**src/rtl/button_debounce_pkg.sv**
```systemverilog
// Shared FSM state encoding and default cycle counts for the button debouncer.
package button_debounce_pkg;

  typedef enum logic [1:0] {
    StLow     = 2'd0,
    StChkHigh = 2'd1,
    StHigh    = 2'd2,
    StChkLow  = 2'd3
  } state_e;

  // 10 ms debounce and 1 s hold at 25 MHz
  localparam int DebounceCyclesDefault = 250000;
  localparam int HoldCyclesDefault     = 25000000;

endpackage

```
**src/rtl/debounce_channel.sv**
```systemverilog
// One debounced button channel: stability-counter FSM plus registered level/press/release
// outputs, and an optional hold-pulse counter (BUTTON_DEBOUNCE_HOLD_EN).
module debounce_channel
  import button_debounce_pkg::*;
#(
  parameter int DebounceCycles = DebounceCyclesDefault,
  parameter int HoldCycles     = HoldCyclesDefault
) (
  input  logic clk_i,
  input  logic rst_ni,
  input  logic button_i,
  output logic level_o,
  output logic press_o,
  output logic release_o,
  output logic hold_o
);

  localparam int CntW = $clog2(DebounceCycles);
  localparam logic [CntW-1:0] CntMax = CntW'(DebounceCycles - 1);

  state_e          state_q, state_d;
  logic [CntW-1:0] cnt_q, cnt_d;
  logic            level_q, level_d;
  logic            press_q, press_d;
  logic            release_q, release_d;

  always_ff @(posedge clk_i or negedge rst_ni) begin
    if (!rst_ni) begin
      state_q   <= StLow;
      cnt_q     <= '0;
      level_q   <= 1'b0;
      press_q   <= 1'b0;
      release_q <= 1'b0;
    end else begin
      state_q   <= state_d;
      cnt_q     <= cnt_d;
      level_q   <= level_d;
      press_q   <= press_d;
      release_q <= release_d;
    end
  end

  always_comb begin
    state_d   = state_q;
    cnt_d     = cnt_q;
    level_d   = level_q;
    press_d   = 1'b0;
    release_d = 1'b0;
    case (state_q)
      StLow: begin
        if (button_i) begin
          state_d = StChkHigh;
          cnt_d   = '0;
        end
      end
      StChkHigh: begin
        if (!button_i) begin
          state_d = StLow;
        end else if (cnt_q == CntMax) begin
          state_d = StHigh;
          level_d = 1'b1;
          press_d = 1'b1;
        end else begin
          cnt_d = cnt_q + 1'b1;
        end
      end
      StHigh: begin
        if (!button_i) begin
          state_d = StChkLow;
          cnt_d   = '0;
        end
      end
      StChkLow: begin
        if (button_i) begin
          state_d = StHigh;
        end else if (cnt_q == CntMax) begin
          state_d   = StLow;
          level_d   = 1'b0;
          release_d = 1'b1;
        end else begin
          cnt_d = cnt_q + 1'b1;
        end
      end
      default: state_d = StLow;
    endcase
  end

  assign level_o   = level_q;
  assign press_o   = press_q;
  assign release_o = release_q;

`ifdef BUTTON_DEBOUNCE_HOLD_EN
  localparam int HoldW = $clog2(HoldCycles + 1);
  localparam logic [HoldW-1:0] HoldMax = HoldW'(HoldCycles);

  logic [HoldW-1:0] hold_cnt_q, hold_cnt_d;
  logic             hold_q, hold_d;

  always_ff @(posedge clk_i or negedge rst_ni) begin
    if (!rst_ni) begin
      hold_cnt_q <= '0;
      hold_q     <= 1'b0;
    end else begin
      hold_cnt_q <= hold_cnt_d;
      hold_q     <= hold_d;
    end
  end

  // Cleared only on a fresh press so a bounce back into StHigh cannot re-arm the pulse
  always_comb begin
    hold_cnt_d = hold_cnt_q;
    hold_d     = 1'b0;
    if (state_q == StChkHigh && state_d == StHigh) begin
      hold_cnt_d = '0;
    end else if ((state_q == StHigh || state_q == StChkLow) && state_d != StLow &&
                 hold_cnt_q != HoldMax) begin
      hold_cnt_d = hold_cnt_q + 1'b1;
      hold_d     = (hold_cnt_q == HoldMax - 1'b1);
    end
  end

  assign hold_o = hold_q;
`else
  assign hold_o = 1'b0;
`endif

endmodule

```
**src/rtl/button_debounce.sv**
```systemverilog
// Width independent button debouncers; hold pulses exist only when
// BUTTON_DEBOUNCE_HOLD_EN is defined, otherwise hold_o is constant 0.
module button_debounce
  import button_debounce_pkg::*;
#(
  parameter int Width          = 3,
  parameter int DebounceCycles = DebounceCyclesDefault,
  parameter int HoldCycles     = HoldCyclesDefault
) (
  input  logic             clk_i,
  input  logic             rst_ni,
  input  logic [Width-1:0] button_i,
  output logic [Width-1:0] level_o,
  output logic [Width-1:0] press_o,
  output logic [Width-1:0] release_o,
  output logic [Width-1:0] hold_o
);

  for (genvar gi = 0; gi < Width; gi++) begin : g_ch
    debounce_channel #(
      .DebounceCycles(DebounceCycles),
      .HoldCycles    (HoldCycles)
    ) u_ch (
      .clk_i    (clk_i),
      .rst_ni   (rst_ni),
      .button_i (button_i[gi]),
      .level_o  (level_o[gi]),
      .press_o  (press_o[gi]),
      .release_o(release_o[gi]),
      .hold_o   (hold_o[gi])
    );
  end

endmodule

```
**config.mk**
```make
export PLATFORM = sky130hd
export DESIGN_NAME = button_debounce
export DESIGN_NICKNAME = d
export VERILOG_FILES = /design/src/rtl/button_debounce_pkg.sv /design/src/rtl/debounce_channel.sv /design/src/rtl/button_debounce.sv
export SDC_FILE = /design/constraint.sdc
export NUM_CORES = 1
export LEC_CHECK = 0
export BUFFER_PORTS_ARGS = -buffer_cell sky130_fd_sc_hd__buf_2
export CORE_ASPECT_RATIO = 0.7
export CORE_UTILIZATION = 50
export CTS_BUF_LIST = sky130_fd_sc_hd__clkbuf_16
export DETAILED_ROUTE_END_ITERATION = 7
export PLACE_DENSITY = 0.67
export SYNTH_ARGS = -nofsm -noshare
export SYNTH_HDL_FRONTEND = slang
export SYNTH_SLANG_ARGS = --single-unit
```
**constraint.sdc**
```tcl
create_clock -name clk_i -period 2.4 [get_ports clk_i]
set_clock_uncertainty 0.05 [all_clocks]
set_input_delay 0.12 -clock clk_i [delete_from_list [all_inputs] [get_ports clk_i]]
set_output_delay 0.12 -clock clk_i [all_outputs]
set_load 0.01 [all_outputs]
```
---- Word-level counts from Yosys, hierarchy flattened ----
Index checks and enable logic that the tools add are counted.
storage, ports and cells
  register bits after elaboration ......... 69
  input bits .............................. 5
  output and inout bits ................... 12
  logic and storage cells ................. 138
operators by class
  $add $sub $neg .......................... 3
  eq/ne operators ......................... 36
  muxes and demuxes ....................... 69
  reductions and logical operators ........ 15
operators with widths
  operator                                                                 number
  18-bit two-way mux                                                       15
  18-bit one-hot mux with 4 select lines                                   3
  18-bit by 1-bit adder with 18-bit output, second input constant          3
  18-bit equality test, second input constant                              3
  2-bit two-way mux                                                        18
  1-bit two-way mux                                                        27
  2-bit inequality test, second input constant                             12
  2-bit one-hot mux with 4 select lines                                    3
  4-bit AND reduction                                                      6
  3-bit by 2-bit inequality test with 1-bit output, second input constant  6
  5-bit AND reduction                                                      3
  2-bit equality test, second input constant                               6
  2-bit by 1-bit inequality test with 1-bit output, second input constant  6
  2-bit by 1-bit equality test with 1-bit output, second input constant    3
  2-bit logical NOT                                                        3
  1-bit one-hot mux with 2 select lines                                    3
  2-bit nonzero test                                                       3

---- Depth between registers and ports, before layout ----
  depth in word-level cells ............... 4
  depth in mapped cells ................... 7
  gate-level depth less buffers ........... 6

---- Cells and area by module ----
Synthesis repeated with hierarchy kept, for this count alone.
unflattened totals
  cells, all modules ...................... 434
  area, all modules ....................... 4,199.0 µm²
modules (own cells, without submodules)
  module                               instances  cells each  area an instance (µm²)
  debounce_channel (g_ch[0].u_ch ...)  2          142         1,380.1
  debounce_channel (g_ch[2].u_ch)      1          150         1,438.9

---- Worst setup path after synthesis ----
OpenSTA, ideal clock, no wires.
  path type ............................... reg2reg
  start ................................... reg g_ch[1].u_ch.cnt_q[6]
  end ..................................... reg g_ch[1].u_ch.cnt_q[8]
  setup time .............................. 120 ps
  arrival ................................. 2,063 ps
  required time ........................... 2,230 ps
  slack ................................... 168 ps
  stages on the path, launching flop included .. 8
  path buffers ............................ 2
  cells stage by stage .................... dfrtp_1 > buf_6 > or4b_1 > or4_4 > buf_6 > o21ai_4 > inv_4 > a31o_1
between the ends
  longest elaborated chain between the ends .. 4
  elaborated cells on any way between the ends .. 6
  classes of those cells .................. 1 x add/sub; 1 x eq/ne; 4 x mux
RTL lines
  what                                                                                     line                                            text
  from (decl)                                                                              debounce_channel.sv:22                          logic [CntW-1:0] cnt_q, cnt_d;
  from (signal assigned)                                                                   debounce_channel.sv:36                          cnt_q <= cnt_d;
  18-bit by 1-bit adder with 18-bit output / 18-bit equality test (equally long branches)  n/a
  18-bit two-way mux (*)                                                                   debounce_channel.sv:59, debounce_channel.sv:76
  18-bit two-way mux (on tied branches)                                                    debounce_channel.sv:74, debounce_channel.sv:57
  18-bit one-hot mux with 4 select lines (*)                                               debounce_channel.sv:49                          case (state_q)
Mark *: on every way between the ends. The rest lies on a longest branch, timed or not. The select of a mux whose other input is x is not followed.
A chain may end at the register's enable or synchronous reset.

---- Worst setup path in the final report ----
  start ................................... reg g_ch[1].u_ch.cnt_q[11]
  end ..................................... reg g_ch[1].u_ch.cnt_q[8]
between the ends
  longest elaborated chain between the ends .. 4
  elaborated cells on any way between the ends .. 5
  classes of those cells .................. 1 x eq/ne; 4 x mux
RTL lines
  what                                        line
  18-bit equality test (*)                    debounce_channel.sv:59, debounce_channel.sv:76
  18-bit two-way mux (*)                      n/a
  18-bit two-way mux (on tied branches)       n/a
  18-bit one-hot mux with 4 select lines (*)  n/a
Marks and branches as above.

==> reports/metrics.cfg <==
[run_status]
status = completed

[placed_design]
port_buffers = 13
preCtsSetupSlack_ns = 0.212
gp_congestion = 0.881
post-place-cells = 523
post-dp-hpwl_mm = 5.96

[detailed_routing]
drtIter0Drc = 209
firstDrtPassIters = 4
vias = 3352
drc_errors = 0
ant_nets = 0
via_per_inst = 6.17
drt-total-wl_mm = 8.77
wire_per_inst_um = 16.1

[worst_setup_path]
critical_path_class = reg -> reg
critPathMaxFanout = 7
reg2reg_from = g_ch[1].u_ch.cnt_q[11]
rr_worst_depth = 5
crit_start = g_ch[1].u_ch.cnt_q[11]
end_kind = register
reg2reg_setup_slack_ns = 0.19
start_kind = register
cp.arrival_ns = 2.38
required_ns = 2.57
critPathCapture = g_ch[1].u_ch.cnt_q[8]
regToRegEndpoint = g_ch[1].u_ch.cnt_q[8]

[global_routing]
use_met3 = 0.0650
antenna_found_initial = 0
grt_pass1_vias = 2974
grt_util_met2 = 0.332
grt-ovfl-total = 0
gr-usage-all-layers = 0.233
grt.busiest_layer = met2
grt_start_max_net_pins = 48
grt_pass1_wl_mm = 14.7
grtUsageMet1 = 0.331

[power_and_ir_drop]
peakVddDrop_v = 0.000470
fin_total_pwr_mw = 3.10
leakage_nw = 1.95
power_density_nw_per_um2 = 697

[logic_synthesis]
synth_area_um2 = 3950
yosysMostFrequentCell = dfrtp_1
ys_seq_area_frac = 0.437
synthArstFlopShare = 1.00
synthCells = 417
yosys_most_used_dff = dfrtp_1
ys_ff_latch = 69
synth.area.top_cells = dfrtp_1 (44%), mux2i_1 (3.5%), nand3_1 (2.9%)
syn_area_per_cell_um2 = 9.47
synth_edf_count = 0
synth_common_cells = dfrtp_1 (69), nand2_1 (25), inv_1 (23), nand3_1 (23), nor2_1 (23)
yosysUniqueCellTypes = 62
synth_area_leader_cell = dfrtp_1
yosysWarnings = 0
yosysTopAreaCellShare = 0.437

[finish]
finalNetCount = 448
final_cells = 543
syn2layout_area_growth_pct = 12.5
final_util = 0.594
diodes = 0
drive_gt1_frac = 0.142

[sta]
maxSlewViolCount = 0
fmax_mhz = 453
worst_slew_pin_slew_ns = 0.555
rsz0062_at_grt = false
layout_min_cycle_time_ns = 2.21
setup_viol = 0
relSlewSlack = 0.628
period_share = 0.920
tns_ns = 0
setup_slack_ns = 0.192
finalHoldViolCount = 0

[floorplanning]
die_area_um2 = 8270
design.core.area_um2 = 7480
boundaryPins = 17
die-width_um = 108
placementRows = 26
die_y_um = 76.4
start_util = 0.528

[worst_hold_path]
hold_class = in -> async

[clock_network]
cts_root_buf = clkbuf_16
cts_tree = yes
cts_buffers = 9
htreeDepth = 3
path_clk_slew_ns = 0.06
cts_buffer_depth = 2
cts_sinks = 69
clk_latency_ns = 0.34

[flow_run]
drv_cap = 0

-- how the worst min path moves through the flow --
stage	slack, ns	depth (start not counted)	to	startpoint
after CTS	0.27	2	g_ch[2].u_ch.cnt_q[8]	rst_ni
after floorplan	-0.23	0	async pin	rst_ni
after global routing	0.34	2	g_ch[2].u_ch.cnt_q[8]	rst_ni
after global placement	0.08	1	g_ch[2].u_ch.cnt_q[9]	rst_ni
after detailed placement	0.09	1	g_ch[2].u_ch.cnt_q[5]	rst_ni
final	0.25	2	g_ch[2].u_ch.cnt_q[8]	rst_ni
-- registers in the layout (all words and copies together), names as in the netlist, named ones only --
name	count
g_ch.u_ch.cnt_q	54
g_ch.u_ch.level_o	3
g_ch.u_ch.press_o	3
g_ch.u_ch.release_o	3
g_ch.u_ch.state_q	3
-- where the power goes --
| group | total (mW) | leakage, nW | internal (mW) | switching (mW) |
|---|---|---|---|---|
| Sequential | 1.49 | 0.924 | 1.29 | 0.193 |
| Combinational | 0.458 | 0.879 | 0.208 | 0.249 |
| Clock | 1.15 | 0.145 | 0.675 | 0.478 |
| Total | 3.10 | 1.95 | 2.18 | 0.920 |
-- critical path, cell delays in order, from the launching register on --
cell and delay (ns):
dfrtp_1 0.42, or4b_1 0.53, or4_4 0.61, o21ai_4 0.22, inv_4 0.06, a31o_1 0.21
-- per-stage QoR --
stage / instance area (µm²) / hold slack (ns)
after global routing: 4440 / 0.338
after global placement: 4150 / 0.0834
after floorplan: 3960 / -0.226
after CTS: 4440 / 0.265
final: 4440 / 0.251
after detailed placement: 4150 / 0.0907
-- area by class of cell --
class | instances | area [µm²]
Fill cell | 636 | 3040
Multi-Input combinational cell | 297 | 1970
Sequential cell | 69 | 1730
Timing Repair Buffer | 38 | 275
Clock buffer | 9 | 225
Tap cell | 98 | 123
Inverter | 25 | 96.3
Clock inverter | 7 | 28.8
-- timing repair --
| item | 4_1_cts | 5_1_grt |
|---|---|---|
| buffers inserted | 0 | 0 |
| hold buffers | 4 | 0 |
| gates resized for setup | 0 | 0 |
| hold endpoints to repair | 25 | 0 |
-- placed cells by master, fill, tap and decap left out, types with 6 or more instances in the layout --
| cell type | n |
|---|---|
| a31oi_1 | 6 |
| and3_1 | 12 |
| buf_2 | 13 |
| mux2i_1 | 14 |
| nor4_1 | 11 |
| a22o_1 | 10 |
| a21oi_1 | 11 |
| nand4_1 | 13 |
| o21ai_0 | 21 |
| buf_4 | 20 |
| o31ai_1 | 9 |
| inv_1 | 28 |
| o2bb2ai_1 | 8 |
| nor3_1 | 22 |
| nand2_1 | 25 |
| nor2_1 | 23 |
| nand3_1 | 23 |
| dfrtp_1 | 69 |
| clkbuf_16 | 9 |
-- kinds of logic (layout without fill, tap and decap cells) --
| group | count (synthesis) | after routing | synth area share |
|---|---|---|---|
| mux | 19 | 19 | 0.0497 |
| other cells | 1 | 3 | 0.000949 |
| xor+xnor | 5 | 5 | 0.0111 |
| simple gates | 164 | 164 | 0.233 |
| fa+ha+maj | 3 | 3 | 0.00950 |
| flops | 69 | 69 | 0.437 |
| buf+inv | 53 | 79 | 0.0665 |
| compound gates | 103 | 103 | 0.192 |
-- metal layers --
layer | routed length (µm) | vias to the layer above | part of all wire
li1 | - | 1624 | -
met1 | 4320 | 1613 | 0.49
met2 | 3820 | 102 | 0.44
met3 | 502 | 13 | 0.057
met4 | 127 | 0 | 0.014
met5 | 0 | - | 0
(Power assumes the default switching activity.)
